$ cat src/rtl/io_port_bank.sv
`default_nettype none
// ============================================================================
// Module   : io_port_bank
// Purpose  : Clocked I/O port bank for the MC14500B system. It presents one
//            flat 1-bit address space. Output latches occupy the low
//            addresses and input pins sit directly above them. Addresses
//            above the inputs are unmapped and read as 0. Output latches can
//            be read back. Each input passes through a two-flop synchroniser
//            and an optional per-pin debounce filter.
// Revision : 1.0 - initial release
// ----------------------------------------------------------------------------
// Ports
//   clk          in   1            system clock, all state on rising edge
//   reset        in   1            asynchronous, active-high reset
//   write        in   1            write enable, sampled at rising clk
//   data_in      in   1            bit to write
//   address      in   ADDR_WIDTH   bit address for read and write
//   data_out     out  1            read data for address (combinational)
//   input_pins   in   INPUT_SIZE   raw asynchronous board inputs
//   output_pins  out  OUTPUT_SIZE  output latches, registered
// ============================================================================
module io_port_bank #(
  parameter int                     ADDR_WIDTH      = 4,
  parameter int                     INPUT_SIZE      = 8,
  parameter int                     OUTPUT_SIZE     = 8,
  parameter int                     DEBOUNCE_CYCLES = 3,
  parameter logic [OUTPUT_SIZE-1:0] OUT_RESET       = '0
) (
  input  logic                   clk,
  input  logic                   reset,
  input  logic                   write,
  input  logic                   data_in,
  input  logic [ADDR_WIDTH-1:0]  address,
  output logic                   data_out,
  input  logic [INPUT_SIZE-1:0]  input_pins,
  output logic [OUTPUT_SIZE-1:0] output_pins
);

  // The address is widened by one bit so that address bounds up to
  // 2**ADDR_WIDTH can be compared without wrapping.
  localparam int c_AXW = ADDR_WIDTH + 1;

  logic [c_AXW-1:0]       w_addr_ext;
  logic [OUTPUT_SIZE-1:0] r_out;
  logic [INPUT_SIZE-1:0]  r_sync1;
  logic [INPUT_SIZE-1:0]  r_sync2;
  logic [INPUT_SIZE-1:0]  w_deb;
  logic                   w_rd_data;

  assign w_addr_ext  = {1'b0, address};
  assign output_pins = r_out;

  // --------------------------------------------------------------------------
  // Output latches: one flop per bit. Each flop is written only when the
  // address decodes to that bit. Input and unmapped addresses never match,
  // so writes to them have no effect.
  // --------------------------------------------------------------------------
  generate
    for (genvar n = 0; n < OUTPUT_SIZE; n++) begin : g_latch
      localparam logic [c_AXW-1:0] c_MY_ADDR = c_AXW'(n);

      always_ff @(posedge clk or posedge reset) begin
        if (reset) begin
          r_out[n] <= OUT_RESET[n];
        end else if (write && (w_addr_ext == c_MY_ADDR)) begin
          r_out[n] <= data_in;
        end
      end
    end
  endgenerate

  // --------------------------------------------------------------------------
  // Two-flop synchroniser for the raw board inputs.
  // --------------------------------------------------------------------------
  always_ff @(posedge clk or posedge reset) begin
    if (reset) begin
      r_sync1 <= '0;
      r_sync2 <= '0;
    end else begin
      r_sync1 <= input_pins;
      r_sync2 <= r_sync1;
    end
  end

  // --------------------------------------------------------------------------
  // Debounce. A synchronised level must differ from the accepted value for
  // DEBOUNCE_CYCLES consecutive edges before it is taken. On the edge where
  // the counter reaches DEBOUNCE_CYCLES-1, the new value is accepted and the
  // counter clears. So the counter never holds DEBOUNCE_CYCLES.
  // --------------------------------------------------------------------------
  generate
    if (DEBOUNCE_CYCLES == 0) begin : g_bypass
      assign w_deb = r_sync2;
    end else begin : g_debounce
      localparam int                 c_CNT_W    = $clog2(DEBOUNCE_CYCLES + 1);
      localparam logic [c_CNT_W-1:0] c_CNT_LAST = c_CNT_W'(DEBOUNCE_CYCLES - 1);

      for (genvar k = 0; k < INPUT_SIZE; k++) begin : g_pin
        logic [c_CNT_W-1:0] r_cnt;
        logic               r_stable;

        always_ff @(posedge clk or posedge reset) begin
          if (reset) begin
            r_cnt    <= '0;
            r_stable <= 1'b0;
          end else if (r_sync2[k] == r_stable) begin
            // Level agrees with the accepted value. Any partial
            // qualification is discarded.
            r_cnt <= '0;
          end else if (r_cnt == c_CNT_LAST) begin
            r_stable <= r_sync2[k];
            r_cnt    <= '0;
          end else begin
            r_cnt <= r_cnt + 1'b1;
          end
        end

        assign w_deb[k] = r_stable;
      end
    end
  endgenerate

  // --------------------------------------------------------------------------
  // Read mux. Every mapped address is compared directly with the widened
  // address. Unmapped addresses fall through to the 0 default. A write in the
  // same cycle is not visible here until the next edge, so a read in that
  // cycle returns the old latch value.
  // --------------------------------------------------------------------------
  always_comb begin
    w_rd_data = 1'b0;
    for (int i = 0; i < OUTPUT_SIZE; i++) begin
      if (w_addr_ext == c_AXW'(i)) begin
        w_rd_data = r_out[i];
      end
    end
    for (int j = 0; j < INPUT_SIZE; j++) begin
      if (w_addr_ext == c_AXW'(OUTPUT_SIZE + j)) begin
        w_rd_data = w_deb[j];
      end
    end
  end

  assign data_out = w_rd_data;

endmodule
`default_nettype wire

$ cat config.mk
export PLATFORM = sky130hd
export DESIGN_NAME = io_port_bank
export DESIGN_NICKNAME = d
export VERILOG_FILES = /design/src/rtl/io_port_bank.sv
export SDC_FILE = /design/constraint.sdc
export NUM_CORES = 1
export LEC_CHECK = 0
export BUFFER_PORTS_ARGS = -buffer_cell sky130_fd_sc_hd__buf_2
export CAP_MARGIN = 20
export CORE_MARGIN = 4
export CORE_UTILIZATION = 50
export CTS_BUF_LIST = sky130_fd_sc_hd__clkbuf_16
export DETAILED_ROUTE_END_ITERATION = 8
export PLACE_DENSITY = 0.71
export SKIP_LAST_GASP = 1
export SLEW_MARGIN = 30
export SYNTH_ARGS = -nofsm -noshare
export SYNTH_HDL_FRONTEND = slang
export SYNTH_SLANG_ARGS = --single-unit
$ cat constraint.sdc
create_clock -name clk -period 1.76 [get_ports clk]
set_input_delay 0.088 -clock clk [delete_from_list [all_inputs] [get_ports clk]]
set_output_delay 0.088 -clock clk [all_outputs]
set_load 0.1 [all_outputs]
==> summary.txt, run 1 <==
Clock tree
  – Clk slew on worst S/H paths: 0.06 ns
  – Sink Count: 48
  – Number of buffers on the longest clock path: 2
  – CTS tree: done
  – Number of H-tree levels: 2
  – Clock latency reported for the late side of the worst-skew pair: 0.27 ns
  – Clock root buffer: sky130_fd_sc_hd__clkbuf_16
  – CTS buffer count: 5
  – Post-CTS setup repair buffer count: 0

Synthesis
  – Number of nets in the synthesized netlist: 160
  – Average footprint of a synthesized cell: 13.27 sq um
  – Cell taking the most area after synthesis: sky130_fd_sc_hd__dfrtp_1
  – Most common cell in the netlist: sky130_fd_sc_hd__dfrtp_1
  – Post-synth top flop: sky130_fd_sc_hd__dfrtp_1
  – Number of warnings issued by yosys: 0
  – Top-area cell type share of the netlist area: 0.6287
  – Number of flops mapped to enable cells by yosys: 0
  – Flops & latches, synth: 48
  – FFs w/ async S/R, synth: 1.000
  – Count of cell types in the netlist: 26
  – Leading post-synthesis cells by instance count: sky130_fd_sc_hd__dfrtp_1, sky130_fd_sc_hd__mux2_2, sky130_fd_sc_hd__nor3_1, sky130_fd_sc_hd__nor2b_1, sky130_fd_sc_hd__nor3b_1
  – Area of the mapped netlist: 1911 sq um
  – Gate count of the mapped netlist: 144
  – Post-synthesis sequential area ratio: 0.6287
  – Synth top area cells: sky130_fd_sc_hd__dfrtp_1, sky130_fd_sc_hd__mux2_2, sky130_fd_sc_hd__xnor2_1, sky130_fd_sc_hd__nor3b_1, sky130_fd_sc_hd__nor2b_1

Route
  – Final wirelength: 3158 um
  – Via count: 1212
  – DR iter-0 viols: 146
  – Post-detailed-route via-to-cell ratio: 5.202
  – Antenna Violating Nets Remaining: 0
  – Residual DRC: 0
  – Post-detailed-route wirelength per cell: 13.55 um
  – Iteration count of the initial detailed-routing pass: 4

Floorplan
  – Die area: 4874 sq um
  – Horizontal die dimension: 69.82 um
  – Io pins: 25
  – Initial Utilization: 0.5180
  – Die Span Y: 69.82 um
  – Area of the placeable core: 3689 sq um
  – Rows: 22

Place
  – Global placement routability congestion: 0.8342
  – Total instance count after detailed placement: 216
  – Quantity of I/O buffers inserted on ports: 24
  – Post-place setup slack: -0.05184 ns
  – Final HPWL DP: 2283 um

Global route
  – Most heavily used metal layer in global routing: met2
  – Total global routing overflow: 0
  – Met3 Resource Use GR: 0.05217
  – Wire length of the first global-routing pass: 6009 um
  – Largest net degree at the start of global routing: 49
  – Via count of the first global-routing pass: 1281
  – Total Routing Usage GR: 0.1546
  – Met2 Usage GRT: 0.2508
  – Met1 Usage GRT: 0.1989
  – Antenna violations before repair: 0

Setup path
  – Data required time of the critical path: 1.67 ns
  – CP Launch Type: flip-flop
  – Kind of capture point of the worst setup path: primary output
  – Endpoint arrival time on the critical path: 1.84 ns
  – Worst Path Class, Setup: reg2out
  – Crit path max fanout: 2

Pwr
  – Power density cells: 1554 nW/um^2
  – IR Drop Worst-Case VDD: 0.9604 mV
  – Static Leakage: 1.044 nW
  – Final Power: 0.003702 W

STA
  – Measured slew at the worst slew-check pin: 0.5740 ns
  – RSZ-0062 raised after global routing: yes
  – Count of final hold-check violations: 0
  – Slew headroom: 0.6174
  – Maximum clock skew at final layout: 0.001843 ns
  – Final WS setup: -0.1691 ns
  – Aggregate negative setup slack: -0.1691 ns
  – Post-route clock period utilization: 1.096
  – Final setup vio count: 1
  – Worst slack on hold paths: 0.1602 ns
  – Maximum operating frequency: 518.4 MHz
  – Post-route minimum period: 1.929 ns
  – Total count of max-transition violations in the final report: 0

Flow run
  – Max cap viols: 0

Finish
  – Post-layout net count: 200
  – Final non-filler cell total: 233
  – Signed area change from the synthesized netlist to the final layout: 24.69%
  – Layout cell share with drive strength beyond 1: 0.3622
  – Antenna diode count: 0

Hold path
  – Type of the tightest min-delay check: in2reg

Run status
  – Status: complete, but fails checks
  – Failing checks: negative setup slack
## metal layers
metal,wire (um),vias up,part of all wire
li1,-,580,-
met1,1303,600,0.41
met2,1655,30,0.52
met3,181,2,0.057
met4,18,0,0.0057
met5,0,-,0
## power breakdown
part / internal [W] / switching (W) / leakage [nW] / total, W
registers: 0.00144 / 0.000240 / 0.579 / 0.00168
logic: 0.000481 / 0.000686 / 0.391 / 0.00117
clock network: 0.000510 / 0.000346 / 0.0738 / 0.000856
total: 0.00243 / 0.00127 / 1.04 / 0.00370
## final timing paths
path	end	start	slack, ns	cells after the start
setup reg to reg	g_debounce.g_pin[2].r_stable$_DFFE_PP0P_	g_debounce.g_pin[2].r_cnt[1]$_DFF_PP0_	0.74	2
min in group asynchronous	r_sync1[3]$_DFF_PP0_	reset	0.49	4
setup / recovery	data_out	output_pins[4]$_DFFE_PP0P_	-0.17	6
max in group asynchronous	output_pins[0]$_DFFE_PP0P_	reset	0.82	4
hold reg to reg	r_sync2[1]$_DFF_PP0_	r_sync1[1]$_DFF_PP0_	0.34	0
hold / removal	output_pins[6]$_DFFE_PP0P_	data_in	0.16	2
## sequential cells by signal (all words and copies together), names as in the netlist
| signal | flops |
|---|---|
| r_sync1 | 8 |
| r_sync2 | 8 |
| g_debounce.g_pin.r_stable | 8 |
| g_debounce.g_pin.r_cnt | 16 |
| output_pins | 8 |
## placed cells by master (no fill, tap or decap)
cell	Yosys	final
sky130_fd_sc_hd__or3b_4	0	1
sky130_fd_sc_hd__mux2i_1	2	2
sky130_fd_sc_hd__o22ai_1	2	2
sky130_fd_sc_hd__nand3_1	5	5
sky130_fd_sc_hd__nand2b_1	1	1
sky130_fd_sc_hd__clkbuf_16	0	5
sky130_fd_sc_hd__o21ai_4	0	1
sky130_fd_sc_hd__xnor2_1	8	8
sky130_fd_sc_hd__nand4_1	1	1
sky130_fd_sc_hd__mux2_2	20	20
sky130_fd_sc_hd__a21oi_2	0	1
sky130_fd_sc_hd__a211oi_1	1	1
sky130_fd_sc_hd__dfrtp_4	0	6
sky130_fd_sc_hd__dfrtp_1	48	40
sky130_fd_sc_hd__a32oi_2	0	1
sky130_fd_sc_hd__or2b_1	2	2
sky130_fd_sc_hd__nor2b_1	10	10
sky130_fd_sc_hd__dfrtp_2	0	2
sky130_fd_sc_hd__dlygate4sd3_1	0	9
sky130_fd_sc_hd__clkinv_1	0	1
sky130_fd_sc_hd__o31ai_2	0	1
sky130_fd_sc_hd__o21ai_0	1	1
sky130_fd_sc_hd__buf_4	1	4
sky130_fd_sc_hd__nor2_1	5	5
sky130_fd_sc_hd__inv_2	0	1
sky130_fd_sc_hd__buf_12	0	1
sky130_fd_sc_hd__buf_2	1	23
sky130_fd_sc_hd__nand2_1	1	1
sky130_fd_sc_hd__a21oi_1	4	3
sky130_fd_sc_hd__o311ai_0	1	1
sky130_fd_sc_hd__nor3b_1	9	9
sky130_fd_sc_hd__inv_1	4	5
sky130_fd_sc_hd__nor3_1	11	11
## repair_timing
action,CTS,global route
endpoints found under the setup margin,1,1
endpoints found under the hold margin,56,0
gates cloned,0,0
pin swaps,2,4
hold buffers,9,0
resized for setup,7,1
## logic make-up (layout without fill, tap and decap cells)
group                     after synthesis  count (layout)  synth area share
muxes                                  22              22            0.1284
xor gates and xnor gates                8               8           0.03667
AOI/OAI and AO/OA                      12              12           0.03929
buffers and inverters                   8              49           0.02619
DFF                                    48              48            0.6287
and+or+nand+nor                        46              46            0.1408
## metrics by stage
step	utilization	cell area, sq um
2_1_floorplan	-	1947
3_3_place_gp	0.5753	2122
3_5_place_dp	0.5753	2122
4_1_cts	0.6452	2380
5_1_grt	0.6459	2382
6_report	0.6459	2382
## cell type report
| cell class | instances | area, sq um |
|---|---|---|
| fillers | 277 | 1306 |
| flip-flops and latches | 48 | 1226 |
| multi-input cells | 88 | 689.4 |
| repair buffers | 37 | 255.2 |
| clock buffers | 5 | 125.1 |
| well taps | 48 | 60.06 |
| inverters | 4 | 15.01 |
| clock inverters | 3 | 11.26 |
## critical path, cell delays in order, from the launching register on
cell and delay, ns:
sky130_fd_sc_hd__dfrtp_4 0.47, sky130_fd_sc_hd__or3b_4 0.37, sky130_fd_sc_hd__a21oi_2 0.15, sky130_fd_sc_hd__o22ai_1 0.11, sky130_fd_sc_hd__a32oi_2 0.22, sky130_fd_sc_hd__o21ai_4 0.08
sky130_fd_sc_hd__buf_12 0.17
No activity file was read; power rests on OpenSTA's default activity.
==> run 2: changes to the inputs <==
Settings changed: CELL_PAD_IN_SITES_DETAIL_PLACEMENT set to 1, CELL_PAD_IN_SITES_GLOBAL_PLACEMENT set to 1, CORE_UTILIZATION 50 to 49, PLACE_DENSITY 0.71 to not set, PLACE_DENSITY_LB_ADDON set to 0.1.
==> summary.txt, run 2 (synthesis gave the netlist of run 1 again) <==
Run status
  – Status: complete, but fails checks
  – Failing checks: negative setup slack

STA
  – Maximum operating frequency: 515.8 MHz
  – Maximum clock skew at final layout: 0.005286 ns
  – RSZ-0062 raised after global routing: yes
  – Final WS setup: -0.1786 ns
  – Post-route minimum period: 1.939 ns
  – Post-route clock period utilization: 1.101
  – Worst slack on hold paths: 0.1884 ns
  – Final setup vio count: 1
  – Total count of max-transition violations in the final report: 0
  – Count of final hold-check violations: 0
  – Measured slew at the worst slew-check pin: 0.5857 ns
  – Slew headroom: 0.6095

Finish
  – Number of flip-flops in the largest register: 16
  – Antenna diode count: 0
  – Final non-filler cell area: 2400 sq um
  – Most common cell after layout, fill and taps aside: sky130_fd_sc_hd__dfrtp_1
  – Fill cell count: 379
  – Reg with most FFs: g_debounce.g_pin.r_cnt
  – Most frequent cells in the layout: sky130_fd_sc_hd__dfrtp_1, sky130_fd_sc_hd__buf_2, sky130_fd_sc_hd__mux2_2, sky130_fd_sc_hd__nor3_1, sky130_fd_sc_hd__nor2b_1
  – Post-layout net count: 202
  – Final non-filler cell total: 235
  – Signed area change from the synthesized netlist to the final layout: 25.61%
  – Layout cell share with drive strength beyond 1: 0.3690

Route
  – Residual DRC: 0
  – Final wirelength: 3926 um
  – Iteration count of the initial detailed-routing pass: 4
  – Via count: 1270
  – Antenna Violating Nets Remaining: 0
  – Post-detailed-route wirelength per cell: 16.71 um
  – Post-detailed-route via-to-cell ratio: 5.404
  – DR iter-0 viols: 81

Setup path
  – Data required time of the critical path: 1.67 ns
  – Endpoint arrival time on the critical path: 1.85 ns
  – Worst Path Class, Setup: reg2out
  – Crit path max fanout: 2
  – CP Launch Type: flip-flop
  – Kind of capture point of the worst setup path: primary output

Clock tree
  – CTS buffer count: 5
  – Clk slew on worst S/H paths: 0.06 ns
  – CTS tree: done
  – Clock latency reported for the late side of the worst-skew pair: 0.28 ns
  – Number of buffers on the longest clock path: 2
  – Sink Count: 48
  – Number of H-tree levels: 2
  – Clock root buffer: sky130_fd_sc_hd__clkbuf_16
  – Post-CTS setup repair buffer count: 0

Global route
  – Antenna violations before repair: 0
  – Largest net degree at the start of global routing: 49
  – Total Routing Usage GR: 0.1822
  – Via count of the first global-routing pass: 1448
  – Wire length of the first global-routing pass: 7031 um
  – Total global routing overflow: 0

Place
  – Final HPWL DP: 2605 um
  – Quantity of I/O buffers inserted on ports: 24
  – Global placement routability congestion: 0.8159
  – Total instance count after detailed placement: 218
  – Total placed instance area: 2137 sq um

Floorplan
  – Area of the placeable core: 3716 sq um
  – Die area: 4963 sq um
  – Rows: 22
  – Horizontal die dimension: 70.45 um
  – Die Span Y: 70.45 um
  – Initial Utilization: 0.5141
  – Io pins: 25

Pwr
  – Switching power: 0.001334 W
  – Final Power: 0.003782 W
  – Share of total power in the clock network: 0.232
  – Power density cells: 1576 nW/um^2
  – Seq pwr share: 0.448
  – Combinational power share: 0.320
  – Sw Ratio: 0.3528
  – IR Drop Worst-Case VDD: 0.8147 mV
  – P_int: 0.002448 W
  – Static Leakage: 1.059 nW

Hold path
  – Type of the tightest min-delay check: in2reg

Flow run
  – Max cap viols: 0
run 2: cell count changes in the layout (fill, tap and decap cells not counted):
| cell | change |
|---|---|
| sky130_fd_sc_hd__or3b_1 | +1 |
| sky130_fd_sc_hd__mux2_4 | +1 |
| sky130_fd_sc_hd__clkinv_1 | -1 |
| sky130_fd_sc_hd__mux2_2 | -1 |
| sky130_fd_sc_hd__or3b_4 | -1 |
| sky130_fd_sc_hd__clkinv_2 | +1 |
| sky130_fd_sc_hd__buf_4 | +2 |
run 2: worst max-delay path: stages (launching register included):
cell                      delay (ns)
sky130_fd_sc_hd__dfrtp_4        0.47
sky130_fd_sc_hd__or3b_1         0.37
sky130_fd_sc_hd__a21oi_2        0.12
sky130_fd_sc_hd__o22ai_1        0.11
sky130_fd_sc_hd__a32oi_2        0.24
sky130_fd_sc_hd__o21ai_4        0.09
sky130_fd_sc_hd__buf_12         0.18
run 2: layout make-up:
type | instances | area [sq um] | area share
Clock buffer | 5 | 125.1 | 0.05214
Tap cell | 48 | 60.06 | 0.02503
Clock inverter | 3 | 12.51 | 0.005214
Multi-Input combinational cell | 88 | 690.7 | 0.2878
Timing Repair Buffer | 39 | 270.3 | 0.1126
Sequential cell | 48 | 1226 | 0.5110
Inverter | 4 | 15.01 | 0.006257
run 2: power groups by stage:
| stage | Clock, W | Sequential (W) | Combinational [W] |
|---|---|---|---|
| finish | 0.000878 | 0.00170 | 0.00121 |
| global route | 0.000949 | 0.00175 | 0.00131 |
| CTS | 0.000903 | 0.00170 | 0.00122 |
| detailed placement | 0 | 0.00171 | 0.00115 |
| global placement | 0 | 0.00166 | 0.00110 |
| floorplan | 0 | 0.00196 | 0.000605 |
run 2: final timing paths:
kind	from	end	slack [ns]	cells after the start
min in group asynchronous	reset	r_sync1[3]$_DFF_PP0_	0.48	4
max in group asynchronous	reset	output_pins[0]$_DFFE_PP0P_	0.81	4
worst max register to register	g_debounce.g_pin[3].r_cnt[1]$_DFF_PP0_	g_debounce.g_pin[3].r_stable$_DFFE_PP0P_	0.73	2
worst max-delay path	output_pins[4]$_DFFE_PP0P_	data_out	-0.18	6
worst min register to register	r_sync1[2]$_DFF_PP0_	r_sync2[2]$_DFF_PP0_	0.35	0
worst min-delay path	data_in	output_pins[2]$_DFFE_PP0P_	0.19	2
run 2: through the flow:
stage          worst slack [ns]  setup TNS, ns    util
2_1_floorplan          -0.03736       -0.03736       -
3_3_place_gp           -0.02856       -0.02856  0.5751
3_5_place_dp            -0.1224        -0.1224  0.5751
4_1_cts                 -0.2131        -0.2131  0.6448
5_1_grt                 -0.2454        -0.2454  0.6458
6_report                -0.1786        -0.1786  0.6458
run 2: what timing repair did:
| item | 4_1_cts | 5_1_grt |
|---|---|---|
| gates resized for setup | 7 | 1 |
| hold buffers | 9 | 0 |
| setup endpoints to repair | 1 | 1 |
| pin swaps | 4 | 1 |
| endpoints found under the hold margin | 56 | 0 |
run 2: per-layer routing:
layer / share of wire / vias to the layer above / global-route usage
met1: 0.40 / 649 / 0.2129
met2: 0.54 / 23 / 0.3181
met4: 0.019 / 0 / 0.06383
met5: 0 / - / 0
met3: 0.036 / 9 / 0.05036
li1: - / 589 / -
==> run 3: changes to the inputs <==
Settings changed: SKIP_CTS_REPAIR_TIMING set to 1.
==> summary.txt, run 3 (synthesis gave the netlist of run 1 again) <==
Run status
  – Status: complete, but fails checks
  – Failing checks: negative hold slack, negative setup slack

Hold path
  – Type of the tightest min-delay check: in2async

STA
  – Measured slew at the worst slew-check pin: 0.5875 ns
  – Slew headroom: 0.6083
  – Post-route minimum period: 1.964 ns
  – Maximum clock skew at final layout: 0.005721 ns
  – Total count of max-transition violations in the final report: 0
  – Aggregate negative setup slack: -0.2037 ns
  – Final WS setup: -0.2037 ns
  – Maximum operating frequency: 509.2 MHz
  – RSZ-0062 raised after global routing: yes
  – Worst slack on hold paths: -0.06278 ns
  – Post-route clock period utilization: 1.116
  – Final setup vio count: 1
  – Count of final hold-check violations: 48

Route
  – Residual DRC: 0
  – Final wirelength: 3890 um
  – Iteration count of the initial detailed-routing pass: 4
  – Post-detailed-route wirelength per cell: 16.62 um
  – Post-detailed-route via-to-cell ratio: 5.329
  – Antenna Violating Nets Remaining: 0
  – DR iter-0 viols: 97
  – Via count: 1247

Clock tree
  – Clock root buffer: sky130_fd_sc_hd__clkbuf_16
  – CTS buffer count: 5
  – Number of buffers on the longest clock path: 2
  – Number of H-tree levels: 2
  – Sink Count: 48
  – CTS tree: done
  – Clock latency reported for the late side of the worst-skew pair: 0.28 ns
  – Clk slew on worst S/H paths: 0.06 ns

Finish
  – Reg with most FFs: g_debounce.g_pin.r_cnt
  – Final non-filler cell total: 234
  – Layout cell share with drive strength beyond 1: 0.3817
  – Post-layout net count: 201
  – Antenna diode count: 0
  – Fill cell count: 380
  – Number of flip-flops in the largest register: 16
  – Most common cell after layout, fill and taps aside: sky130_fd_sc_hd__dfrtp_1
  – Most frequent cells in the layout: sky130_fd_sc_hd__dfrtp_1, sky130_fd_sc_hd__buf_2, sky130_fd_sc_hd__mux2_2, sky130_fd_sc_hd__nor3_1, sky130_fd_sc_hd__nor2b_1
  – Signed area change from the synthesized netlist to the final layout: 25.80%

Place
  – Total instance count after detailed placement: 218
  – Final HPWL DP: 2605 um
  – Quantity of I/O buffers inserted on ports: 24
  – Global placement routability congestion: 0.8159

Setup path
  – Endpoint arrival time on the critical path: 1.88 ns
  – CP Launch Type: flip-flop
  – Worst path slowest cell: sky130_fd_sc_hd__dfrtp_4
  – Worst Path Class, Setup: reg2out
  – Crit-path max cell delay: 0.47 ns
  – Crit path max fanout: 2
  – Number of buffers and inverters on the critical path: 1
  – Cells traversed along the worst timing path: or3b_4 > a21oi_2 > o22ai_2 > a32oi_2 > o21ai_4 > buf_12
  – Cell class contributing the biggest share of worst-path delay: compound AO/OA/AOI/OAI gates
  – Data required time of the critical path: 1.67 ns
  – Kind of capture point of the worst setup path: primary output

Global route
  – Largest net degree at the start of global routing: 49
  – Antenna violations before repair: 0
  – Wire length of the first global-routing pass: 6686 um
  – Total global routing overflow: 0
  – Via count of the first global-routing pass: 1390
  – Total Routing Usage GR: 0.1737

Floorplan
  – Rows: 22
  – Area of the placeable core: 3716 sq um
  – Io pins: 25
  – Initial Utilization: 0.5141
  – Horizontal die dimension: 70.45 um
  – Die area: 4963 sq um
  – Die Span Y: 70.45 um

Pwr
  – Final Power: 0.003784 W
  – Power density cells: 1574 nW/um^2
  – Static Leakage: 1.056 nW
  – IR Drop Worst-Case VDD: 0.8084 mV

Flow run
  – Max cap viols: 0
-- run 3: changes by cell type in the layout (fill, tap and decap cells not counted), sizes merged --
cell,delta
dlygate4sd3,-1
-- run 3: area by class of cell --
| class | instances | area [sq um] | area share |
|---|---|---|---|
| Clock inverter | 3 | 12.51 | 0.005206 |
| Clock buffer | 5 | 125.1 | 0.05206 |
| Timing Repair Buffer | 38 | 260.3 | 0.1083 |
| Tap cell | 48 | 60.06 | 0.02499 |
| Sequential cell | 48 | 1226 | 0.5102 |
| Multi-Input combinational cell | 88 | 704.4 | 0.2931 |
| Inverter | 4 | 15.01 | 0.006247 |
-- run 3: worst paths after layout --
| path | start | endpoint | slack (ns) | depth (start not counted) |
|---|---|---|---|---|
| hold / removal | reset | r_sync1[3]$_DFF_PP0_ | -0.06 | 3 |
| min in group clk | data_in | output_pins[2]$_DFFE_PP0P_ | 0.19 | 2 |
| setup reg to reg | g_debounce.g_pin[1].r_cnt[1]$_DFF_PP0_ | g_debounce.g_pin[1].r_stable$_DFFE_PP0P_ | 0.73 | 2 |
| setup / recovery | output_pins[4]$_DFFE_PP0P_ | data_out | -0.20 | 6 |
| max in group asynchronous | reset | output_pins[0]$_DFFE_PP0P_ | 1.35 | 3 |
| hold reg to reg | r_sync1[2]$_DFF_PP0_ | r_sync2[2]$_DFF_PP0_ | 0.35 | 0 |
-- run 3: per-stage QoR --
step                instance area [sq um]  worst slack, ns  hold WS (ns)  utilization
floorplan                            1947         -0.03736        0.1194            -
global placement                     2137         -0.02856        0.1957       0.5751
detailed placement                   2137          -0.1224        0.1974       0.5751
CTS                                  2275          -0.4495      -0.09723       0.6121
global route                         2404          -0.2617      0.007611       0.6468
finish                               2404          -0.2037      -0.06278       0.6468
-- run 3: where the power goes --
| part | switching [W] | internal (W) |
|---|---|---|
| sequential | 0.000251 | 0.00144 |
| combinational | 0.000716 | 0.000497 |
| clock | 0.000369 | 0.000513 |
| total | 0.00134 | 0.00245 |
-- run 3: per-layer routing --
layer | GRT usage | vias up | wire length (um)
li1 | - | 584 | -
met1 | 0.2101 | 639 | 1592
met2 | 0.2942 | 19 | 2121
met3 | 0.05036 | 5 | 137
met4 | 0.05957 | 0 | 39
met5 | 0 | - | 0
-- run 3: tightest hold or removal path: cells and delay by family --
| kind | cells | cell delay [ns] |
|---|---|---|
| buffers and inverters | 3 | 0.59 |
